### src/rtl/motion_pkg.sv
// Shared frame geometry, coordinate widths and arbiter state encoding for the motion display path.
package motion_pkg;
  localparam int IMAGE_W = 320;
  localparam int IMAGE_H = 240;
  localparam int X_W     = 9;
  localparam int Y_W     = 8;

  typedef enum logic [1:0] {
    ST_IDLE = 2'd0,
    ST_MARK = 2'd1,
    ST_DONE = 2'd2
  } state_t;

  typedef struct packed {
    logic [X_W-1:0] x;
    logic [Y_W-1:0] y;
  } point_t;
endpackage

### src/rtl/plot_arbiter_mark_box_gen.sv
// Marker box address generator: latches the origin on start, then walks the box row-major one pixel per step.
// Outputs are registered-state sums (one bit wider than the coordinates) so off-screen pixels can be detected.
module mark_box_gen
  import motion_pkg::*;
#(
  parameter int MARK_SIZE = 5
) (
  input  logic         clock,
  input  logic         reset,
  input  logic         start,
  input  logic         step,
  input  point_t       origin,
  output logic [X_W:0] x,
  output logic [Y_W:0] y,
  output logic         last
);
  localparam int CW = 3;
  localparam logic [CW-1:0] C_MAX = CW'(MARK_SIZE - 1);

  point_t        org_q, org_d;
  logic [CW-1:0] cx_q, cx_d;
  logic [CW-1:0] cy_q, cy_d;

  always_comb begin
    org_d = org_q;
    cx_d  = cx_q;
    cy_d  = cy_q;
    if (start) begin
      org_d = origin;
      cx_d  = '0;
      cy_d  = '0;
    end else if (step) begin
      if (cx_q == C_MAX) begin
        cx_d = '0;
        cy_d = (cy_q == C_MAX) ? '0 : cy_q + 1'b1;
      end else begin
        cx_d = cx_q + 1'b1;
      end
    end
  end

  always_ff @(posedge clock) begin
    if (reset) begin
      org_q <= '0;
      cx_q  <= '0;
      cy_q  <= '0;
    end else begin
      org_q <= org_d;
      cx_q  <= cx_d;
      cy_q  <= cy_d;
    end
  end

  assign x    = {1'b0, org_q.x} + (X_W+1)'(cx_q);
  assign y    = {1'b0, org_q.y} + (Y_W+1)'(cy_q);
  assign last = (cx_q == C_MAX) && (cy_q == C_MAX);
endmodule

### src/rtl/plot_arbiter.sv
// Arbitrates scan pixels and marker-box bursts onto one VGA write port; 1-cycle registered plot latency.
// Scan is stalled (scan_ready=0) while a burst runs; after each burst a pending scan wins once (fairness).
module plot_arbiter #(
  parameter int IMAGE_W   = motion_pkg::IMAGE_W,
  parameter int IMAGE_H   = motion_pkg::IMAGE_H,
  parameter int MARK_SIZE = 5
) (
  input  logic                       clock,
  input  logic                       reset,
  input  logic                       scan_valid,
  input  logic [motion_pkg::X_W-1:0] scan_x,
  input  logic [motion_pkg::Y_W-1:0] scan_y,
  input  logic                       scan_colour,
  output logic                       scan_ready,
  input  logic                       mark_req,
  input  logic [motion_pkg::X_W-1:0] mark_x,
  input  logic [motion_pkg::Y_W-1:0] mark_y,
  output logic                       mark_busy,
  output logic                       mark_done,
  output logic                       vga_plot,
  output logic [motion_pkg::X_W-1:0] vga_x,
  output logic [motion_pkg::Y_W-1:0] vga_y,
  output logic                       vga_colour
);
  import motion_pkg::*;

  localparam logic [X_W:0] W_LIM = (X_W+1)'(IMAGE_W);
  localparam logic [Y_W:0] H_LIM = (Y_W+1)'(IMAGE_H);

  state_t         state_q, state_d;
  logic           fair_q, fair_d;
  logic           plot_q, plot_d;
  logic [X_W-1:0] vx_q, vx_d;
  logic [Y_W-1:0] vy_q, vy_d;
  logic           vc_q, vc_d;

  logic           mark_take, gen_start, gen_step, gen_last;
  logic [X_W:0]   gen_x;
  logic [Y_W:0]   gen_y;
  logic           scan_on, box_on;

  mark_box_gen #(.MARK_SIZE(MARK_SIZE)) u_box (
    .clock  (clock),
    .reset  (reset),
    .start  (gen_start),
    .step   (gen_step),
    .origin ('{x: mark_x, y: mark_y}),
    .x      (gen_x),
    .y      (gen_y),
    .last   (gen_last)
  );

  assign scan_on = ({1'b0, scan_x} < W_LIM) && ({1'b0, scan_y} < H_LIM);
  assign box_on  = (gen_x < W_LIM) && (gen_y < H_LIM);

  always_comb begin
    state_d   = state_q;
    fair_d    = fair_q;
    plot_d    = 1'b0;
    vx_d      = vx_q;
    vy_d      = vy_q;
    vc_d      = vc_q;
    gen_start = 1'b0;
    gen_step  = 1'b0;
    mark_take  = (state_q == ST_IDLE) && mark_req && !(fair_q && scan_valid);
    scan_ready = !reset && (state_q == ST_IDLE) && !mark_take;
    mark_busy  = !reset && (state_q != ST_IDLE);
    mark_done  = !reset && (state_q == ST_DONE);
    case (state_q)
      ST_IDLE: begin
        if (mark_take) begin
          gen_start = 1'b1;
          state_d   = ST_MARK;
        end else if (scan_valid) begin
          fair_d = 1'b0;
          // Off-screen scan pixels are consumed but never written.
          if (scan_on) begin
            plot_d = 1'b1;
            vx_d   = scan_x;
            vy_d   = scan_y;
            vc_d   = scan_colour;
          end
        end
      end
      ST_MARK: begin
        gen_step = 1'b1;
        if (box_on) begin
          plot_d = 1'b1;
          vx_d   = gen_x[X_W-1:0];
          vy_d   = gen_y[Y_W-1:0];
          vc_d   = 1'b1;
        end
        if (gen_last) state_d = ST_DONE;
      end
      ST_DONE: begin
        fair_d  = 1'b1;
        state_d = ST_IDLE;
      end
      default: state_d = ST_IDLE;
    endcase
  end

  always_ff @(posedge clock) begin
    if (reset) begin
      state_q <= ST_IDLE;
      fair_q  <= 1'b0;
      plot_q  <= 1'b0;
      vx_q    <= '0;
      vy_q    <= '0;
      vc_q    <= 1'b0;
    end else begin
      state_q <= state_d;
      fair_q  <= fair_d;
      plot_q  <= plot_d;
      vx_q    <= vx_d;
      vy_q    <= vy_d;
      vc_q    <= vc_d;
    end
  end

  assign vga_plot   = plot_q;
  assign vga_x      = vx_q;
  assign vga_y      = vy_q;
  assign vga_colour = vc_q;
endmodule

### config.mk
export PLATFORM = sky130hd
export DESIGN_NAME = plot_arbiter
export DESIGN_NICKNAME = d
export VERILOG_FILES = /design/src/rtl/motion_pkg.sv /design/src/rtl/plot_arbiter_mark_box_gen.sv /design/src/rtl/plot_arbiter.sv
export SDC_FILE = /design/constraint.sdc
export NUM_CORES = 1
export LEC_CHECK = 0
export CAP_MARGIN = 5
export CELL_PAD_IN_SITES_DETAIL_PLACEMENT = 1
export CELL_PAD_IN_SITES_GLOBAL_PLACEMENT = 2
export CORE_UTILIZATION = 31
export CTS_CLUSTER_SIZE = 10
export DETAILED_ROUTE_END_ITERATION = 6
export GPL_ROUTABILITY_DRIVEN = 0
export PLACE_DENSITY_LB_ADDON = 0.1
export SETUP_SLACK_MARGIN = 0.02
export SLEW_MARGIN = 20
export SYNTH_ARGS = -nofsm -noshare
export SYNTH_HDL_FRONTEND = slang
export SYNTH_SLANG_ARGS = --single-unit
### constraint.sdc
create_clock -name clock -period 8.1 [get_ports clock]
set_input_delay 1.62 -clock clock [delete_from_list [all_inputs] [get_ports clock]]
set_output_delay 1.62 -clock clock [all_outputs]
set_load 0.05 [all_outputs]
Word level (Yosys, flattened, before mapping)
Index checks and enable logic that the tools add are counted.
{ "word_totals": {"elab_cells": 81, "out_inout_bits": 22, "in_bits": 39, "ff_bits": 45} }
{ "classes": {"addsub": 4, "mux": 31, "order_cmp": 4, "eq_ne": 10, "n_reduce_logical": 22} }
{ "op_table": {"columns": ["cell", "count"], "rows": [
  ["$mux W9", 4],
  ["$mux W8", 4],
  ["$pmux W9 S2", 1],
  ["$pmux W8 S2", 1],
  ["$mux W1", 13],
  ["$ne A2 B2 Y1 const B", 6],
  ["$add A9 B3 Y10", 1],
  ["$logic_and A1 B1 Y1", 10],
  ["$lt A10 B9 Y1 const B", 1],
  ["$add A8 B3 Y9", 1],
  ["$lt A9 B8 Y1 const B", 1],
  ["$lt A9 B9 Y1 const B", 1],
  ["$lt A8 B8 Y1 const B", 1],
  ["$add A3 B1 Y3 const B", 2],
  ["$eq A3 B3 Y1 const B", 2],
  ["$mux W3", 2],
  ["$pmux W1 S2", 3],
  ["$reduce_bool A2 Y1", 3],
  ["$reduce_and A5 Y1", 1],
  ["$mux W2", 2],
  ["$pmux W2 S2", 1],
  ["$reduce_and A2 Y1", 2],
  ["$logic_not A1 Y1", 3],
  ["$reduce_and A3 Y1", 1],
  ["4 further kinds", 4]
]} }

Depth between registers and ports, before layout
Gate-level depths: netlist of run 1.
{ "depth": {"word_depth": 6, "depth_mapped": 11, "ltp_nobuf": 9} }

Modules after synthesis
A second synthesis of run 1 with hierarchy kept.
{ "unflattened": {"hier_cells": 266, "hier_area_um2": 2531.2} }
{ "modules_own_cells": {"columns": ["module", "seq_area_each_um2", "instances", "cells_each", "area_per_inst_um2"], "rows": [
  ["mark_box_gen", 460.4, 1, 140, 1301.2],
  ["plot_arbiter", 440.4, 1, 126, 1229.9]
]} }

Least setup slack after synthesis of run 1
OpenSTA, ideal clock, no wires.
{ "synth_path": {"path_type": "in2out", "from": "in reset", "to": "out mark_busy", "stages": 4, "setup_slack_ns": 3.610, "arrival_ns": 2.870, "required_time_ns": 6.480, "path_buffers": 3, "cell_sequence": "clkbuf_1 > clkbuf_1 > clkbuf_1 > nor2_1"} }
{ "synth_via": {"elab_chain_len": 2} }
{ "synth_lines": {"columns": ["item", "line_no", "text"], "rows": [
  ["start: declaration", "plot_arbiter.sv:9", "input logic reset,"],
  ["$logic_not A1 Y1", "plot_arbiter.sv:67", "mark_busy = !reset && (state_q != ST_IDLE);"],
  ["$logic_and A1 B1 Y1", "plot_arbiter.sv:67", null],
  ["end: declaration", "plot_arbiter.sv:18", "output logic mark_busy,"]
]} }
Every way passes these cells.

Worst setup path after layout of run 1
{ "layout_path": {"from": "in scan_valid", "to": "out scan_ready"} }
{ "layout_via": {"elab_chain_len": 5} }
{ "layout_lines": {"columns": ["item", "line_no", "text"], "rows": [
  ["start: declaration", "plot_arbiter.sv:10", "input logic scan_valid,"],
  ["$logic_and A1 B1 Y1", "plot_arbiter.sv:65", "mark_take = (state_q == ST_IDLE) && mark_req && !(fair_q && scan_valid);"],
  ["$logic_not A1 Y1", "plot_arbiter.sv:65", null],
  ["$logic_and A1 B1 Y1", "plot_arbiter.sv:65", null],
  ["$logic_not A1 Y1", "plot_arbiter.sv:66", "scan_ready = !reset && (state_q == ST_IDLE) && !mark_take;"],
  ["$logic_and A1 B1 Y1", "plot_arbiter.sv:66", null],
  ["end: declaration", "plot_arbiter.sv:14", "output logic scan_ready,"]
]} }
Every way passes these cells.

==> results of run 1 <==
[critical path, cell delays in order]
cell and delay [ps]:
clkdlybuf4s50_1 520, nand2_1 110, nand2_1 140, nand2_1 80, nor2_1 90, clkdlybuf4s50_1 810
[cell type report]
type | count | area share (%)
multi-input cells | 267 | 48.0
flip-flops and latches | 45 | 25.8
repair buffers | 65 | 18.1
well taps | 108 | 3.87
clock buffers | 5 | 1.97
inverters | 16 | 1.72
clock inverters | 3 | 0.501
[power by group]
part / leakage [nW] / internal [mW] / switching, mW
registers: 0.370 / 0.240 / 0.0159
logic: 0.831 / 0.0671 / 0.110
clock network: 0.0439 / 0.0597 / 0.0823
total: 1.25 / 0.367 / 0.208
[state kept, by name (all words and copies together), names as in the netlist]
signal       flops
u_box.cx_q       3
fair_q           1
vga_plot         1
vga_x            9
u_box.cy_q       3
state_q          2
vga_colour       1
vga_y            8
u_box.org_q     17
[placed cells by master (no fill, tap or decap), types with 2 or more instances in the layout]
master,count
nand2_1,67
clkdlybuf4s50_1,59
dfxtp_1,45
a21oi_1,31
nor2_1,23
inv_1,16
nand4_1,12
o21ai_0,10
nor4_1,10
a31oi_1,10
ha_1,10
xnor2_1,8
a211oi_1,8
a211oi_2,8
nand3_1,7
xor2_1,6
a211o_1,6
o311ai_1,6
clkbuf_8,5
buf_4,5
o211ai_1,4
nand2b_1,3
and2_1,3
and3_1,3
a21o_1,3
or3b_1,3
nor3_1,3
a2111oi_0,2
nor4b_1,2
mux2i_1,2
a2111o_1,2
fa_1,2
clkinv_2,2
[cell families (layout without fill, tap and decap cells)]
family | count (synthesis) | in the layout | share of synthesized area, %
simple gates | 143 | 143 | 24.3
compound gates | 96 | 96 | 24.8
buf+inv | 46 | 89 | 7.15
flops | 45 | 45 | 32.6
xor+xnor | 14 | 14 | 4.44
fa+ha+maj | 12 | 12 | 5.98
mux | 2 | 2 | 0.724
[metrics by stage]
stage,instance area (sq um),hold slack (ps),worst slack [ps],utilization [%]
after floorplan,2760,440,3610,-
after CTS,3490,478,3100,40.2
after detailed placement,3400,464,3110,39.2
after global routing,3490,498,3020,40.3
after global placement,3400,455,3140,39.2
final,3490,468,3100,40.3
[layer usage]
layer / global-route usage [%] / vias to the layer above / part of all wire [%]
li1: - / 1365 / -
met1: 25.6 / 1281 / 50
met2: 31.1 / 53 / 46
met3: 2.97 / 6 / 3.7
met4: 2.94 / 0 / 0.59
met5: 0 / - / 0
[worst max path at each step]
stage | startpoint | depth (start not counted) | slack (ps) | endpoint
2_1_floorplan | reset | 4 | 3610 | mark_busy
3_3_place_gp | scan_valid | 6 | 3140 | scan_ready
3_5_place_dp | scan_valid | 6 | 3110 | scan_ready
4_1_cts | scan_valid | 6 | 3100 | scan_ready
5_1_grt | scan_valid | 6 | 3020 | scan_ready
6_report | scan_valid | 6 | 3100 | scan_ready
==> reports/metrics.cfg, run 1 <==
[timing]
finalCritPeriodShare_pct = 61.7
min_period_ps = 5000
relSlewSlack_pct = 54.3
fmax_ghz = 0.200
fin_setup_tns_ps = 0
drv_slew = 0
setup_viol = 0
final-hold-violation-count = 0
worstMarginPinSlew_ps = 684
skew_ps = 5.75
rsz0062_at_grt = no

[logic_synthesis]
synthesis.area_sq_um = 2760
yosys_warnings = 0
ys_top_cells_by_area = dfxtp_1 (33%), nand2_1 (9.1%), a21oi_1 (5.6%), ha_1 (4.5%), a211oi_2 (3.6%)
synth-async-reset-ratio_pct = 0
netlist_instances = 358
yosysSeqAreaShare_pct = 32.6
yosysTopAreaCell = dfxtp_1
avgSynthCellArea_sq_um = 7.72
ys.flop_type = dfxtp_1
synth_most_common_cell = nand2_1
ys_seq_elements = 45
synth_fp_nets = 409
netlist.area_leader.share_pct = 32.6
yosysUniqueCellTypes = 45
netlist_top_cells_count = nand2_1 (67), dfxtp_1 (45), a21oi_1 (31)
synth_edf_count = 0

[global_route]
grt_max_degree = 54
grt-ovfl-total = 0
grt_pass1_wl_mm = 13.2
antenna_found_initial = 0
grtUsageTotal_pct = 18.6
grt_pass1_vias = 2576

[worst_setup_path]
crit_type = in -> out
cp-start-kind = input pin
critical_path_arrival_ps = 3380
path_max_fanout = 3
reg2reg_slack_ps = 5020
rr_endpoint = vga_y[3]
r2r_start = u_box.cy_q[0]
crit_path_end_kind = primary output
r2r_cells = 9
critical_path_required_ps = 6480

[hold_path]
holdPathEnd = vga_x[1]
hold_start = vga_x[1]
hold_path.class = reg -> reg
whs_path_depth = 2

[drt]
avgViaCountPerCell = 5.31
drt_wl_total_mm = 8.18
first_pass_iters = 4
drtIter0Drc = 52
wire_per_inst_microns = 16.1
final_antenna_net_count = 0
vias = 2705
drc = 0

[job]
maxCapViolCount = 0

[outcome]
outcome = finished clean

[clocking]
cts_tree = yes
clk_pin_slew_ps = 90
postCtsSetupBuffers = 0
clock-sinks = 45
holdBufCountCts = 0
insertion_delay_ps = 300
cts.path.max_buffers = 2
numCtsBuffers = 5
cts-htree-levels = 2
cts_resized = 0
cts-root-buf = clkbuf_8

[finish]
syn_to_final_growth_pct = 26.4
num_antenna_cells = 0
stdcell_count = 509
n_fill_cell = 1082
regArea_sq_um = 901
multi_input_area_sq_um = 1680
final_nets = 451
post_route_cells_drive_above_1_share_pct = 6.73

[pwr]
p_leak_nw = 1.25
finalPower_mw = 0.575
p_per_area_nw_per_um2 = 165
ir_worst_vdd_mv = 0.0676

[die]
die_h_microns = 96.4
start_util_pct = 31.8
die_w_microns = 96.4
pin_count = 61
die-area_sq_um = 9300
rows = 34
core_sq_um = 8680

[placement]
place_inst = 501
portBuffers = 60
dp_hpwl_mm = 5.94

Note: power is estimated with default switching activity, not from simulation.
==> run 2: changes to the inputs <==
- CORE_UTILIZATION: 31 -> 26
- clock period: 8.1 -> 4.6 ns (I/O delays scaled with it)
==> run 2 against run 1 <==
  * Clock power rose by 130%
  * Clock-buffer cell count rose by 1
  * Die area up 19%
  * Total power rose by 89%
  * Via count shrank 0.55%
  * Final cell count increased by 5.7%
  * Highest routed layer unchanged
==> reports/metrics.cfg, run 2 (synthesis gave the netlist of run 1 again) <==
[placement]
pre_cts_slack_ps = 990  ; -2120 ps
portBuffers = 60  ; unchanged
placed_cell_area_sq_um = 3440  ; +1.3%
dp_hpwl_mm = 6.21  ; +4.5%

[clocking]
cts-root-buf = clkbuf_8
numCtsBuffers = 5  ; unchanged
cts_resized = 0  ; unchanged
holdBufCountCts = 0  ; unchanged
cts.path.max_buffers = 2  ; unchanged
insertion_delay_ps = 300  ; about the same
cts-htree-levels = 2  ; unchanged
clk_pin_slew_ps = 100  ; about the same
cts_tree = yes
clock-sinks = 45  ; unchanged
postCtsSetupBuffers = 0  ; unchanged

[worst_setup_path]
crit_path_end_kind = primary output
crit_path_max_incr_delay_ps = 820  ; about the same
cp-start-kind = input pin
path_max_fanout = 3  ; unchanged
crit_type = in -> out
crit_chain = clkdlybuf4s50_1 > nand2_1 > nand2_1 > nand2_1 > nor2_1 > clkdlybuf4s50_1
critical_path_required_ps = 3680  ; -2800 ps
critPathBufInv = 2  ; unchanged
crit_slowest_cell = clkdlybuf4s50_1
critical_path_arrival_ps = 2690  ; -690 ps
cpMostUsedCell = nand2_1
cp_top_family = buffers and inverters

[drt]
avgViaCountPerCell = 5.00  ; -5.9%
drtIter0Drc = 72  ; +38%
drt_wl_total_mm = 8.35  ; +2.0%
vias = 2690  ; -0.55%
drc = 0  ; unchanged
wire_per_inst_microns = 15.5  ; -3.5%
first_pass_iters = 4  ; unchanged
final_antenna_net_count = 0  ; unchanged

[hold_path]
hold_path.class = reg -> reg

[finish]
post_route_cells_drive_above_1_share_pct = 6.97  ; +0.23 points
final_nets = 452  ; +0.22%
postLayoutCoreUtil_pct = 34.5  ; -5.7 points
largest_register = u_box.org_q
largest_reg_flops = 17  ; unchanged
stdcell_area_sq_um = 3560  ; +2.0%
mostFrequentLayoutCells = nand2_1 (67), clkdlybuf4s50_1 (59), dfxtp_1 (45), a21oi_1 (31), nor2_1 (23)
num_antenna_cells = 0  ; unchanged
syn_to_final_growth_pct = 29.0
final_common_cell = nand2_1

[global_route]
grt_pass1_wl_mm = 13.9  ; +5.0%
grt-ovfl-total = 0  ; unchanged
grtUsageTotal_pct = 15.7  ; -2.9 points
antenna_found_initial = 0  ; unchanged
grt_pass1_vias = 2655  ; +3.1%
grt_max_degree = 34  ; -37%

[die]
start_util_pct = 26.8  ; -5.1 points
die-area_sq_um = 11000  ; +19%
die_h_microns = 105  ; +9.0%
core_sq_um = 10300  ; +19%
die_w_microns = 105  ; +9.0%
pin_count = 61  ; unchanged
rows = 37  ; +8.8%

[timing]
skew_ps = 5.91  ; +0.160 ps
rsz0062_at_grt = no
final-hold-violation-count = 0  ; unchanged
fmax_ghz = 0.277
relSlewSlack_pct = 51.0  ; -3.3 points
setup_slack_ps = 986  ; -2110 ps
holdWs_ps = 468  ; -0.319 ps
finalCritPeriodShare_pct = 78.6
worstMarginPinSlew_ps = 734  ; +50.1 ps
fin_setup_tns_ps = 0  ; unchanged
drv_slew = 0  ; unchanged
setup_viol = 0  ; unchanged
min_period_ps = 3610

[pwr]
p_leak_nw = 1.26  ; +1.5%
ir_worst_vdd_mv = 0.125  ; +85%
p_per_area_nw_per_um2 = 305  ; +86%

[outcome]
outcome = finished clean

[job]
maxCapViolCount = 0  ; unchanged

==> run 2: cell count changes in the layout (fill, tap and decap cells not counted) <==
cell / previous run / this run
clkbuf_8: 5 / 6
nor3_4: 1 / 0
clkinv_2: 2 / 0
buf_4: 5 / 6
nor3_2: 0 / 1
bufinv_16: 0 / 1
==> run 2: path summary, 6_finish.rpt <==
path,to,slack (ps),cells after the start,from
setup / recovery,scan_ready,990,6,scan_valid
hold / removal,vga_y[1],470,2,vga_y[1]
setup reg to reg,vga_x[1],1580,8,u_box.cy_q[0]
hold reg to reg,vga_y[1],470,2,vga_y[1]
==> run 2: where the power goes <==
group	internal [mW]	leakage (nW)	switching, mW
Clock	0.177	0.0574	0.147
Combinational	0.119	0.837	0.192
Sequential	0.423	0.370	0.0302
Total	0.718	1.26	0.370
==> run 2: tightest hold or removal path, stage by stage, from the launching register on <==
cell,delay (ps)
dfxtp_1,320
inv_1,60
a211oi_2,50
==> run 2: stage by stage <==
stage	power (mW)	instances
2_1_floorplan	0.660	358
3_3_place_gp	0.774	530
3_5_place_dp	0.777	530
4_1_cts	1.11	538
5_1_grt	1.15	538
6_report	1.09	538
==> run 2: cell type report <==
cell class              count  area [sq um]
multi-input cells         267          1670
repair buffers             66           641
well taps                 136           170
flip-flops and latches     45           901
inverters                  16          60.1
clock inverters             2          37.5
clock buffers               6          82.6
fillers                  1226          6760
==> run 2: routing by layer <==
layer | track usage (%) | wire (microns) | vias up
met1 | 22.6 | 4350 | 1272
met4 | 3.32 | 71 | 0
met5 | 0 | 0 | -
met3 | 2.37 | 220 | 5
li1 | - | - | 1369
met2 | 24.6 | 3700 | 44
